## config.mk

```make
export PLATFORM = sky130hd
export DESIGN_NAME = reorder_buffer_mc
export DESIGN_NICKNAME = d
export VERILOG_FILES = /design/src/rtl/reorder_buffer_mc.sv
export SDC_FILE = /design/constraint.sdc
export NUM_CORES = 2
export LEC_CHECK = 0
export CAP_MARGIN = 30
export CORE_UTILIZATION = 50
export DETAILED_ROUTE_END_ITERATION = 10
export PLACE_DENSITY = 0.66
export SLEW_MARGIN = 20
export SYNTH_ARGS = -nofsm -noshare
export SYNTH_HDL_FRONTEND = slang
export SYNTH_SLANG_ARGS = --single-unit
```

## constraint.sdc

```tcl
create_clock -name clk_in -period 7.71 [get_ports clk_in]
set_clock_uncertainty 0.2 [all_clocks]
set_input_delay 0.771 -clock clk_in [delete_from_list [all_inputs] [get_ports clk_in]]
set_output_delay 0.771 -clock clk_in [all_outputs]
set_load 0.01 [all_outputs]
```

## src/rtl/reorder_buffer_mc.sv

```systemverilog
// ============================================================================
// Module   : reorder_buffer_mc
// Brief    : In-order-retire ROB, two write-back ports, up to COMMIT_W retires
//            per cycle, registered one-cycle flush on branch mispredict.
// Revision : 1.0 - initial release
// ============================================================================
`default_nettype none

`ifndef ROB_TYPE_BIT
`define ROB_TYPE_BIT 2
`endif

module reorder_buffer_mc #(
    parameter int ROB_BIT  = 4,
    parameter int COMMIT_W = 2
) (
    input  logic                       clk_in,
    input  logic                       rst_n_in,
    input  logic                       rdy_in,
    input  logic                       alloc_valid,
    input  logic                       alloc_ready_in,
    input  logic [`ROB_TYPE_BIT-1:0]   alloc_type,
    input  logic [4:0]                 alloc_rd,
    input  logic [31:0]                alloc_value,
    input  logic [31:0]                alloc_pc,
    input  logic [31:0]                alloc_jump,
    output logic [ROB_BIT-1:0]         alloc_id,
    output logic                       full,
    output logic                       empty,
    input  logic                       wb0_valid,
    input  logic [ROB_BIT-1:0]         wb0_id,
    input  logic [31:0]                wb0_value,
    input  logic                       wb1_valid,
    input  logic [ROB_BIT-1:0]         wb1_id,
    input  logic [31:0]                wb1_value,
    output logic [ROB_BIT-1:0]         head_id,
    output logic [COMMIT_W-1:0]        commit_valid,
    output logic [5*COMMIT_W-1:0]      commit_rd,
    output logic [32*COMMIT_W-1:0]     commit_val,
    output logic [ROB_BIT*COMMIT_W-1:0] commit_id,
    output logic                       commit_store,
    output logic [4:0]                 dep_rd,
    output logic [ROB_BIT-1:0]         dep_id,
    input  logic [ROB_BIT-1:0]         q1_id,
    output logic                       q1_ready,
    output logic [31:0]                q1_value,
    input  logic [ROB_BIT-1:0]         q2_id,
    output logic                       q2_ready,
    output logic [31:0]                q2_value,
    output logic                       flush,
    output logic [31:0]                new_pc,
    output logic [31:0]                retired_cnt
);

    localparam int                     c_DEPTH   = 1 << ROB_BIT;
    localparam logic [`ROB_TYPE_BIT-1:0] c_TYPE_RG = `ROB_TYPE_BIT'(0);
    localparam logic [`ROB_TYPE_BIT-1:0] c_TYPE_ST = `ROB_TYPE_BIT'(1);
    localparam logic [`ROB_TYPE_BIT-1:0] c_TYPE_BR = `ROB_TYPE_BIT'(2);

    logic [c_DEPTH-1:0]       r_busy;
    logic [c_DEPTH-1:0]       r_ready;
    logic [`ROB_TYPE_BIT-1:0] r_type  [c_DEPTH];
    logic [4:0]               r_rd    [c_DEPTH];
    logic [31:0]              r_value [c_DEPTH];
    logic [31:0]              r_jump  [c_DEPTH];
    logic [ROB_BIT-1:0]       r_head;
    logic [ROB_BIT-1:0]       r_tail;
    logic [ROB_BIT:0]         r_count;
    logic                     r_flush;
    logic [31:0]              r_new_pc;
    logic [31:0]              r_retired_cnt;

    logic                     w_alloc_acc;
    logic                     w_wb_en;
    logic [ROB_BIT-1:0]       w_head1;
    logic                     w_ret0;
    logic                     w_ret1;
    logic                     w_mis0;
    logic                     w_mis1;
    logic                     w_mis;
    logic [31:0]              w_mis_pc;
    logic [1:0]               w_nret;
    logic [1:0]               w_slot_ret;
    logic [ROB_BIT-1:0]       w_slot_idx [2];
    logic                     w_unused_pc;

    // The redirect target travels in the jump field, so the PC is not kept.
    assign w_unused_pc = ^alloc_pc;

    assign w_wb_en     = rdy_in && !r_flush;
    assign full        = (r_count == (ROB_BIT+1)'(c_DEPTH));
    assign empty       = (r_count == '0);
    assign w_alloc_acc = rdy_in && alloc_valid && !full && !r_flush;
    assign w_head1     = r_head + ROB_BIT'(1);

    assign w_ret0 = w_wb_en && r_busy[r_head] && r_ready[r_head];
    assign w_mis0 = (r_type[r_head] == c_TYPE_BR) && (r_value[r_head][0] != r_jump[r_head][0]);
    assign w_mis1 = (r_type[w_head1] == c_TYPE_BR) && (r_value[w_head1][0] != r_jump[w_head1][0]);

    generate
        if (COMMIT_W == 2) begin : g_dual_commit
            // Slot 1 never follows a store or a redirecting branch and is never a store.
            assign w_ret1 = w_ret0 && r_busy[w_head1] && r_ready[w_head1]
                         && (r_type[r_head] != c_TYPE_ST) && !w_mis0
                         && (r_type[w_head1] != c_TYPE_ST);
        end else begin : g_single_commit
            assign w_ret1 = 1'b0;
        end
    endgenerate

    assign w_mis    = (w_ret0 && w_mis0) || (w_ret1 && w_mis1);
    assign w_mis_pc = (w_ret0 && w_mis0) ? {r_jump[r_head][31:1], 1'b0}
                                         : {r_jump[w_head1][31:1], 1'b0};
    assign w_nret   = {1'b0, w_ret0} + {1'b0, w_ret1};

    assign w_slot_ret    = {w_ret1, w_ret0};
    assign w_slot_idx[0] = r_head;
    assign w_slot_idx[1] = w_head1;

    generate
        for (genvar k = 0; k < COMMIT_W; k++) begin : g_slot
            assign commit_valid[k] = w_slot_ret[k];
            assign commit_rd[5*k +: 5] =
                (w_slot_ret[k] && r_type[w_slot_idx[k]] == c_TYPE_RG) ? r_rd[w_slot_idx[k]] : 5'd0;
            assign commit_val[32*k +: 32] = w_slot_ret[k] ? r_value[w_slot_idx[k]] : 32'd0;
            assign commit_id[ROB_BIT*k +: ROB_BIT] = w_slot_ret[k] ? w_slot_idx[k] : '0;
        end
    endgenerate

    assign commit_store = w_ret0 && (r_type[r_head] == c_TYPE_ST);
    assign dep_rd = (w_alloc_acc && alloc_type == c_TYPE_RG) ? alloc_rd : 5'd0;
    assign dep_id = (w_alloc_acc && alloc_type == c_TYPE_RG) ? r_tail : '0;

    assign alloc_id    = r_tail;
    assign head_id     = r_head;
    assign flush       = r_flush;
    assign new_pc      = r_new_pc;
    assign retired_cnt = r_retired_cnt;

    // Operand lookup: committed-to-entry value first, then in-flight bypasses.
    function automatic logic [32:0] f_query(input logic [ROB_BIT-1:0] id);
        if (r_busy[id] && r_ready[id])
            return {1'b1, r_value[id]};
        if (w_wb_en && wb1_valid && wb1_id == id && r_busy[id])
            return {1'b1, wb1_value};
        if (w_wb_en && wb0_valid && wb0_id == id && r_busy[id])
            return {1'b1, wb0_value};
        if (w_alloc_acc && alloc_ready_in && r_tail == id)
            return {1'b1, alloc_value};
        return 33'd0;
    endfunction

    assign {q1_ready, q1_value} = f_query(q1_id);
    assign {q2_ready, q2_value} = f_query(q2_id);

    always_ff @(posedge clk_in or negedge rst_n_in) begin
        if (!rst_n_in) begin
            r_busy        <= '0;
            r_ready       <= '0;
            r_head        <= '0;
            r_tail        <= '0;
            r_count       <= '0;
            r_flush       <= 1'b0;
            r_new_pc      <= 32'd0;
            r_retired_cnt <= 32'd0;
            for (int i = 0; i < c_DEPTH; i++) begin
                r_type[i]  <= '0;
                r_rd[i]    <= '0;
                r_value[i] <= '0;
                r_jump[i]  <= '0;
            end
        end else if (rdy_in) begin
            if (r_flush) begin
                r_busy  <= '0;
                r_ready <= '0;
                r_head  <= '0;
                r_tail  <= '0;
                r_count <= '0;
                r_flush <= 1'b0;
            end else begin
                if (w_alloc_acc) begin
                    r_busy[r_tail]  <= 1'b1;
                    r_ready[r_tail] <= alloc_ready_in;
                    r_type[r_tail]  <= alloc_type;
                    r_rd[r_tail]    <= alloc_rd;
                    r_value[r_tail] <= alloc_value;
                    r_jump[r_tail]  <= alloc_jump;
                    r_tail          <= r_tail + ROB_BIT'(1);
                end
                if (wb0_valid && r_busy[wb0_id]) begin
                    r_ready[wb0_id] <= 1'b1;
                    r_value[wb0_id] <= wb0_value;
                end
                // Later assignment gives wb1 priority on a shared ID.
                if (wb1_valid && r_busy[wb1_id]) begin
                    r_ready[wb1_id] <= 1'b1;
                    r_value[wb1_id] <= wb1_value;
                end
                if (w_ret0) begin
                    r_busy[r_head]  <= 1'b0;
                    r_ready[r_head] <= 1'b0;
                end
                if (w_ret1) begin
                    r_busy[w_head1]  <= 1'b0;
                    r_ready[w_head1] <= 1'b0;
                end
                r_head        <= r_head + ROB_BIT'(w_nret);
                r_count       <= r_count + (ROB_BIT+1)'(w_alloc_acc) - (ROB_BIT+1)'(w_nret);
                r_retired_cnt <= r_retired_cnt + 32'(w_nret);
                r_flush       <= w_mis;
                if (w_mis)
                    r_new_pc <= w_mis_pc;
            end
        end
    end

endmodule

`default_nettype wire

```

==> reports/qor.csv <==
stage;metric;value;unit
sta;Final Max Slew Viols;0;
clocking;CTS tree;done;
worst_setup_path;reg2reg end;retired_cnt[29];
clocking;CTS sink count;1245;
floorplan;initial core utilization;50.6;%
yosys;EDFF count, synth;0;
yosys;Yosys top cell by area;dfrtp_1;
worst_setup_path;worst-path maximum fanout;47;
floorplan;row cnt;155;
drt;DRT antenna net count;0;
worst_setup_path;RR Startpoint;head_id[0];
sta;min Tclk post-route;7.37;ns
cells_and_area;layout cells sized above 1;27.9;%
run;Max-Cap Viols;0;
floorplan;num ports;425;
drt;Post-Route WL;349000;um
pwr;combinational power share;40.3;%
yosys;Avg Cell Area, Syn;11.1;um2
worst_setup_path;reg-to-reg slack, setup;0.96;ns
clocking;total CTS buffers;147;
sta;Tcrit/Tclk final;95.6;%
clocking;clock root cell;clkbuf_16;
pwr;P_int;20100;uW
pwr;sw power;11300;uW
cells_and_area;area grow syn2layout;11.3;%
grt;pin count of the biggest net entering global routing;166;
drt;DR WL/cell;33.5;um
grt;GR Util All Layers;37.6;%
yosys;sequential fraction of the synthesis area;34.3;%
floorplan;die area;183000;um2
sta;RSZ-0062 raised after global routing;no;
yosys;Mapped Area;90700;um2
sta;achievable clock frequency;0.136;GHz
worst_setup_path;Worst Setup End Kind;primary output;
grt;first-pass GRT wire length;510000;um
drt;DR DRC count;0;
hold_path;Hold Path Sink;alloc_id[2];
status;status;finished, final reports clean;
grt;initial antenna violation count;41;
placement;placer congestion estimate;0.919;
floorplan;core box area;179000;um2
grt;total gr overflow;0;
yosys;ys async rst share;100;%
worst_setup_path;startpoint types;register;
hold_path;hold_sp;rdy_in;
drt;vias per std cell;7.35;
yosys;Synth cell types;82;
placement;post-DP HPWL;202000;um
drt;routed vias;76600;
worst_setup_path;CP arrival;6.40;ns
pwr;Worst VDD drop;0.229;mV
floorplan;die width;428;um
floorplan;Die H;428;um
placement;Port Buffers;391;
yosys;Yosys warning count;0;
worst_setup_path;r2r worst-path depth;16;
drt;drt pass-1 iters;6;
yosys;Synth top area share;34.3;%
pwr;part of the power in registers;36.5;%
yosys;Cells after Synth;8192;
worst_setup_path;critical path class;register to primary output;
hold_path;Hold/Removal Path Class;input port to register;
cells_and_area;final net count;8117;
sta;Slew HR;23.2;%
sta;final hold violations;0;
clocking;CTS H-tree depth;4;
drt;Initial DRC Count;11900;
sta;setup TNS;0;ns
pwr;sw frac;36.0;%
yosys;flops & latches, synth;1245;
sta;hold_ws;0.206;ns
yosys;ys flop type;dfrtp_1;
pwr;Power Dens Cells;311;nW/um2
pwr;Clock power frac;23.2;%
yosys;Synthesized Nets;8405;
pwr;P_leak;0.0433;uW
clocking;Max clock buf depth;3;
sta;Worst Tran Pin Value;1.15;ns
grt;vias in the first global route;74600;
clocking;Worst-path clk slew;0.07;ns
sta;Final Setup Violations;0;
worst_setup_path;WP data required;6.74;ns
yosys;largest cells by area after synthesis;dfrtp_1 34%, mux4_2 25%, mux2_2 8.6%;
hold_path;hold depth;2;
clocking;Clock Latency Late Sink;0.84;ns
-- metrics by stage --
stage | worst slack [ns] | cell area, um2 | instances | util (%) | total power, uW
after floorplan | 0.766 | 90700 | 8192 | - | 20100
after global placement | 1.06 | 95200 | 10100 | 53.0 | 23000
after detailed placement | 0.945 | 95500 | 10100 | 53.3 | 23700
after CTS | 0.362 | 100000 | 10400 | 56.0 | 31100
after global routing | 0.122 | 101000 | 10400 | 56.3 | 32800
final | 0.339 | 101000 | 10400 | 56.3 | 31500
-- cell type report --
type                       count  area, um2
clock buffer                 215       4300
inverter                      30        120
fill                       14500      78400
clock inverter                49        628
tap                         2355       2950
timing repair buffer         585       6060
sequential                  1245      31200
antenna                       39       97.6
multi-input combinational   5895      55700
-- worst max path at each step --
stage,start,to,slack (ns),cells after the start
floorplan,head_id[0],retired_cnt[29],0.77,32
global placement,head_id[0],retired_cnt[29],1.06,18
detailed placement,head_id[0],retired_cnt[29],0.94,18
CTS,head_id[0],commit_val[58],0.36,11
global route,head_id[0],commit_val[58],0.12,11
finish,head_id[0],commit_val[58],0.34,11
-- cells by family (layout without fill, tap and decap cells) --
family          after synthesis  count (layout)  synth area share (%)
xor+xnor                     66              66                 0.662
mux                        2247            2247                  39.9
buf+inv                    1052             879                  4.83
other cells                   1              40               0.00413
flops                      1245            1245                  34.3
simple gates               1747            1747                  7.97
fa+ha+maj                    23              23                 0.326
compound gates             1811            1811                  12.0
-- state kept, by name, indices dropped and copies added (netlist names), 4 cells and up --
signal       cells
head_id          4
r_jump         512
r_rd            80
r_type          32
r_value        512
new_pc          31
r_busy          16
r_ready         16
r_count          5
retired_cnt     32
alloc_id         4
-- metal layers --
layer / part of all wire, % / global-route usage (%)
met1: 35 / 48.2
met2: 44 / 55.0
met3: 13 / 10.7
met4: 7.7 / 26.1
met5: 0.0054 / 0
-- timing repair --
item	CTS	global route
hold endpoints to repair	98	0
buffers inserted	0	0
hold buffers	1	0
gates resized for setup	0	1
endpoints found under the setup margin	0	1
-- cells in the final DEF, fill, tap and decap left out, types with 21 or more instances in the layout --
| cell | netlist | layout |
|---|---|---|
| nand3_1 | 95 | 92 |
| and2_1 | 44 | 43 |
| nand2_4 | 1 | 24 |
| ha_1 | 22 | 21 |
| a211oi_1 | 514 | 514 |
| xor2_1 | 32 | 32 |
| buf_4 | 19 | 149 |
| clkinv_2 | 0 | 24 |
| buf_12 | 1 | 27 |
| clkbuf_16 | 0 | 150 |
| clkbuf_1 | 672 | 35 |
| inv_1 | 25 | 25 |
| o21ai_0 | 520 | 519 |
| a31oi_1 | 32 | 32 |
| nor2_1 | 633 | 618 |
| and3_1 | 52 | 52 |
| clkdlybuf4s50_1 | 0 | 381 |
| a221oi_1 | 33 | 33 |
| diode_2 | 0 | 39 |
| xnor2_1 | 31 | 30 |
| mux4_2 | 1016 | 1016 |
| clkbuf_8 | 0 | 30 |
| mux2i_1 | 530 | 530 |
| nand2_1 | 831 | 808 |
| a21oi_1 | 621 | 621 |
| mux2_2 | 693 | 693 |
| dfrtp_1 | 1245 | 1242 |
-- synthesized netlist by cell type, types with 32 or more instances --
cell type	number
dfrtp_1	1245
mux4_2	1016
nand2_1	831
mux2_2	693
clkbuf_1	672
nor2_1	633
a21oi_1	621
mux2i_1	530
o21ai_0	520
a211oi_1	514
buf_1	172
buf_2	134
nand3_1	95
and3_1	52
and2_1	44
a221oi_1	33
a31oi_1	32
xor2_1	32
-- critical path: stages, from the launching register on --
cell and delay (ns):
dfrtp_4 0.82, buf_4 0.67, nand3_2 0.34, xnor2_4 0.49, mux2i_1 0.35, nand2b_1 0.16, o2111ai_2 0.16, or2_1 0.31
inv_2 0.11, buf_4 0.82, and3_1 0.62, clkdlybuf4s50_1 0.63
-- power groups by stage --
| stage | Combinational [uW] | Clock [uW] | Sequential, uW |
|---|---|---|---|
| finish | 12700 | 7300 | 11500 |
| CTS | 12400 | 7320 | 11300 |
| detailed placement | 12400 | 0 | 11400 |
| global placement | 12000 | 0 | 11100 |
| floorplan | 9600 | 0 | 10500 |
| global route | 13500 | 7570 | 11800 |
(Power assumes the default switching activity.)
